[config.mk]
export PLATFORM = sky130hd
export DESIGN_NAME = vga_timing_xga
export DESIGN_NICKNAME = d
export VERILOG_FILES = /design/src/rtl/vga_timing_xga.sv
export SDC_FILE = /design/constraint.sdc
export NUM_CORES = 1
export LEC_CHECK = 0
export CAP_MARGIN = 30
export CORE_ASPECT_RATIO = 1.2
export CORE_MARGIN = 2
export CORE_UTILIZATION = 41
export CTS_CLUSTER_DIAMETER = 150
export DETAILED_ROUTE_END_ITERATION = 7
export PLACE_DENSITY = 0.63
export SYNTH_ARGS = -nofsm -noshare
export SYNTH_HDL_FRONTEND = slang
export SYNTH_SLANG_ARGS = --single-unit
[constraint.sdc]
create_clock -name clk -period 3.1 [get_ports clk]
set_clock_uncertainty 0.1 [all_clocks]
set_input_delay 0.62 -clock clk [delete_from_list [all_inputs] [get_ports clk]]
set_output_delay 0.62 -clock clk [all_outputs]
set_load 0.02 [all_outputs]
[src/rtl/vga_timing_xga.sv]
// Free-running raster timing generator (XGA 1024x768@60 by default).
// Counters and every decoded output are co-registered from the next counter values.
module vga_timing_xga #(
  parameter int   H_ACTIVE = 1024,
  parameter int   H_FP     = 24,
  parameter int   H_SYNC   = 136,
  parameter int   H_BP     = 160,
  parameter int   V_ACTIVE = 768,
  parameter int   V_FP     = 3,
  parameter int   V_SYNC   = 6,
  parameter int   V_BP     = 29,
  parameter logic HS_POL   = 1'b0,
  parameter logic VS_POL   = 1'b0
) (
  input  logic        clk,
  input  logic        rst,
  output logic [10:0] hcount,
  output logic [10:0] vcount,
  output logic        hblnk,
  output logic        vblnk,
  output logic        hsync,
  output logic        vsync,
  output logic        frame_start
);

  localparam int H_TOTAL = H_ACTIVE + H_FP + H_SYNC + H_BP;
  localparam int V_TOTAL = V_ACTIVE + V_FP + V_SYNC + V_BP;

  generate
    if (H_TOTAL > 2048 || V_TOTAL > 2048) begin : g_size_check
      $error("vga_timing_xga: H_TOTAL/V_TOTAL do not fit 11-bit counters");
    end
  endgenerate

  localparam logic [10:0] H_LAST   = 11'(H_TOTAL - 1);
  localparam logic [10:0] V_LAST   = 11'(V_TOTAL - 1);
  localparam logic [10:0] H_ACT    = 11'(H_ACTIVE);
  localparam logic [10:0] V_ACT    = 11'(V_ACTIVE);
  localparam logic [10:0] HS_START = 11'(H_ACTIVE + H_FP);
  localparam logic [10:0] HS_END   = 11'(H_ACTIVE + H_FP + H_SYNC - 1);
  localparam logic [10:0] VS_START = 11'(V_ACTIVE + V_FP);
  localparam logic [10:0] VS_END   = 11'(V_ACTIVE + V_FP + V_SYNC - 1);

  logic        h_wrap;
  logic [10:0] h_next;
  logic [10:0] v_next;

  always_comb begin
    h_wrap = (hcount == H_LAST);
    h_next = h_wrap ? 11'd0 : hcount + 11'd1;
    v_next = vcount;
    if (h_wrap) begin
      v_next = (vcount == V_LAST) ? 11'd0 : vcount + 11'd1;
    end
  end

  // Decode from h_next/v_next so each output describes the coordinates it is registered with.
  always_ff @(posedge clk or posedge rst) begin
    if (rst) begin
      hcount      <= 11'd0;
      vcount      <= 11'd0;
      hblnk       <= 1'b0;
      vblnk       <= 1'b0;
      hsync       <= ~HS_POL;
      vsync       <= ~VS_POL;
      frame_start <= 1'b0;
    end else begin
      hcount      <= h_next;
      vcount      <= v_next;
      hblnk       <= (h_next >= H_ACT);
      vblnk       <= (v_next >= V_ACT);
      hsync       <= ((h_next >= HS_START) && (h_next <= HS_END)) ? HS_POL : ~HS_POL;
      vsync       <= ((v_next >= VS_START) && (v_next <= VS_END)) ? VS_POL : ~VS_POL;
      frame_start <= (h_next == 11'd0) && (v_next == 11'd0);
    end
  end

endmodule

==> results.md <==
- Status: finished, final reports clean
- Initial antenna violation count: 0
- Clock power share: 35.1%
- Power per cell area: roughly 260 mW/mm2
- CP cell instances: ha_1 > and2_1 > nand4_1 > nor3b_1 > xor2_1 > or4b_1 > or4_1
- Fmax: 350 MHz
- Power, Total: between 500 and 600 uW
- Gp weighted congestion: 0.829
- FF+latch count, synth: 26
- Slowest stage delay, CP: between 500 and 600 ps
- Vias per std cell: between 5 and 6
- Die Y: ~74 um
- First-pass GRT wire length: around 7000 um
- CP Max Fanout: 5
- Mapped Area: between 0.0015 and 0.002 mm2
- Final period util: between 90 and 100%
- Clock insertion delay at the later pin of the skew report: between 200 and 300 ps
- GR Overflow Total: 0
- H-tree levels: 1
- VDD IR max: between 150 and 200 uV
- Die area: 0.00460 mm2
- CORE AREA: 0.00391 mm2
- Leakage: ~0.88 nW
- Final instance area: around 0.002 mm2
- Number of clock buffers inserted by TritonCTS: 3
- Vias: between 1000 and 1500
- Post-DP HPWL: between 2000 and 3000 um
- Crit start category: flop
- Root Buffer: clkbuf_8
- Fin. Hold Viols: 0
- Layout area overhead: 23.0%
- Drt drc: 0
- Critical path data arrival time: ~2900 ps
- Worst path slowest cell: or4b_1
- Die W: approximately 62 um
- Net count after synthesis: 190
- Utilization after layout: a little over half
- WL final: roughly 4000 um
- Sequential share of the synthesized area: 39.2%
- Non-filler cells, final: 265
- Req. time, crit path: 3190 ps
- Comb power frac: 1.6%
- Initial DRT Pass Iterations: 4
- Cts hold-fix bufs: 0
- Input/output buffers: 28
- Clk buf depth: 2
- Total global-route track usage: 18.9%
- Site Rows: 25
- Antenna Violating Nets Remaining: 0
- Initial core utilization: between 40% and 50%
- Pin count of the biggest net entering global routing: 27
- Placed inst area: 0.00200 mm2
- Mapped Cells: between 150 and 200
- Number of synthesis warnings: 0
- Synth area leaders: dfrtp_1 36%, nand2_1 3.8%, xnor2_1 3.7%
- Nets: ~220
- # diodes: 0
- Layout cells sized above 1: a little under a tenth
- RSZ-0062 raised after global routing: false
- Mean post-synth cell area: a little over 9 um2
- Tmin final: 2850 ps
- Netlist cell types: between 50 and 60
- Worst Setup Path Type: reg -> reg
- Area share of the largest cell type after synthesis: between 30% and 40%
- Post-CTS setup buffer count: 0
- Max-cap violations: 0
- Cell taking the most area after synthesis: dfrtp_1
- CTS tree: done
- Max-slew headroom: between 60% and 70%
- Sum Neg Setup Slack: 0 ps
- Final setup viols: 0
- Cell Int Power: around 430 uW
- Hold/Removal Path Class: reg -> reg
- I/O pin cnt: 29
- Sw Share: between 20% and 30%
- Iter 0 DRT Violations: 96
- CP Capture Type: flop
- CTS clk-pin slew, worst paths: roughly 90 ps
- Sw Pwr: between 100 and 150 uW
- Pins over their slew limit: 0
- Num Clock Sinks: 26
- Sequential power share: between 60% and 70%
- Slew @ Worst Pin: 582 ps
- Vias in the first global route: about 1500
- Placed Cells: roughly 260
- Detailed-route wire length per cell: 14.8 um
state kept, by name, indices dropped and copies added, names as in the netlist:
| name | cells |
|---|---|
| vsync | 1 |
| hblnk | 1 |
| vblnk | 1 |
| frame_start | 1 |
| hcount | 10 |
| hsync | 1 |
| vcount | 11 |
worst max-delay path: cells and delay by family, from the launching register on:
family | cells | cell delay [ps]
simple gates | 5 | 1890
flops | 1 | 420
xor+xnor | 1 | 120
fa+ha+maj | 1 | 230
cells in the final DEF, fill, tap and decap left out, types with 6 or more instances in the layout:
cell,n
buf_4,7
clkdlybuf4s50_1,28
dfrtp_1,24
inv_1,10
nand2_1,17
nand3_1,12
nor2_1,15
nor3_1,7
o21ai_0,7
xnor2_1,7
xor2_1,6
worst paths after layout:
path	start	endpoint	slack (ps)	depth (start not counted)
min in group asynchronous	rst	hcount[1]	600	3
worst min register to register	vcount[7]	vcount[7]	470	1
worst max register to register	hcount[1]	vsync	250	7
max in group asynchronous	rst	vsync	2000	3
worst max-delay path	hcount[1]	vsync	250	7
worst min-delay path	vcount[7]	vcount[7]	470	1
area by class of cell:
class / count / area [um2]
inverter: 10 / 37.5
sequential: 26 / 653
timing repair buffer: 35 / 333
tap: 54 / 67.6
multi-input combinational: 137 / 918
clock buffer: 3 / 41.3
fill: 382 / 1860
what timing repair did:
item                                    4_1_cts  5_1_grt
gates resized for setup                       0        1
hold endpoints to repair                      0        0
endpoints found under the setup margin        0        2
power by group through the flow:
stage	sequential (mW)	clock, mW	combinational (mW)
6_report	0.339	0.188	0.00864
5_1_grt	0.339	0.213	0.0106
4_1_cts	0.339	0.196	0.00954
3_5_place_dp	0.346	0	0.00958
3_3_place_gp	0.346	0	0.00921
2_1_floorplan	0.346	0	0.00501
synthesized netlist by cell type (all sizes together):
master,number
clkbuf,4
a22o,1
o2111ai,2
inv,10
nor4b,1
nor3,7
o32ai,1
or3,1
o21ai,8
o311ai,1
ha,4
o21a,2
o31ai,2
nor2,15
a32oi,1
nor2b,1
nand4,4
nand3,13
a21boi,1
o41a,2
nor4,3
xnor2,7
and3,4
a21o,3
and3b,1
or2,1
nand2,18
buf,7
dfrtp,24
nor4bb,1
a21oi,3
a22oi,1
nor3b,1
a2bb2oi,1
mux2i,2
and2,2
a211oi,1
and4,4
o211ai,2
nand3b,4
a31oi,3
dfstp,2
or4b,1
xor2,6
or4,1
routing by layer:
layer  vias to the layer above  wire, um  GRT usage, %
met2                        47      1870          31.4
met5                         -         0             0
li1                        721         -             -
met1                       703      1800          25.7
met3                        11       166          1.84
met4                         0        85          7.65
kinds of logic after synthesis:
group / synth area share, %
compound gates: 15.1
simple gates: 28.6
flops: 39.2
mux: 1.20
buf+inv: 6.15
fa+ha+maj: 3.00
xor+xnor: 6.83
stage by stage:
step / setup slack [ps] / hold slack [ps]
3_5_place_dp: 176 / 466
2_1_floorplan: 322 / 519
6_report: 247 / 474
4_1_cts: 151 / 480
5_1_grt: 57.2 / 501
3_3_place_gp: 298 / 449
Note: power is estimated with default switching activity, not from simulation.
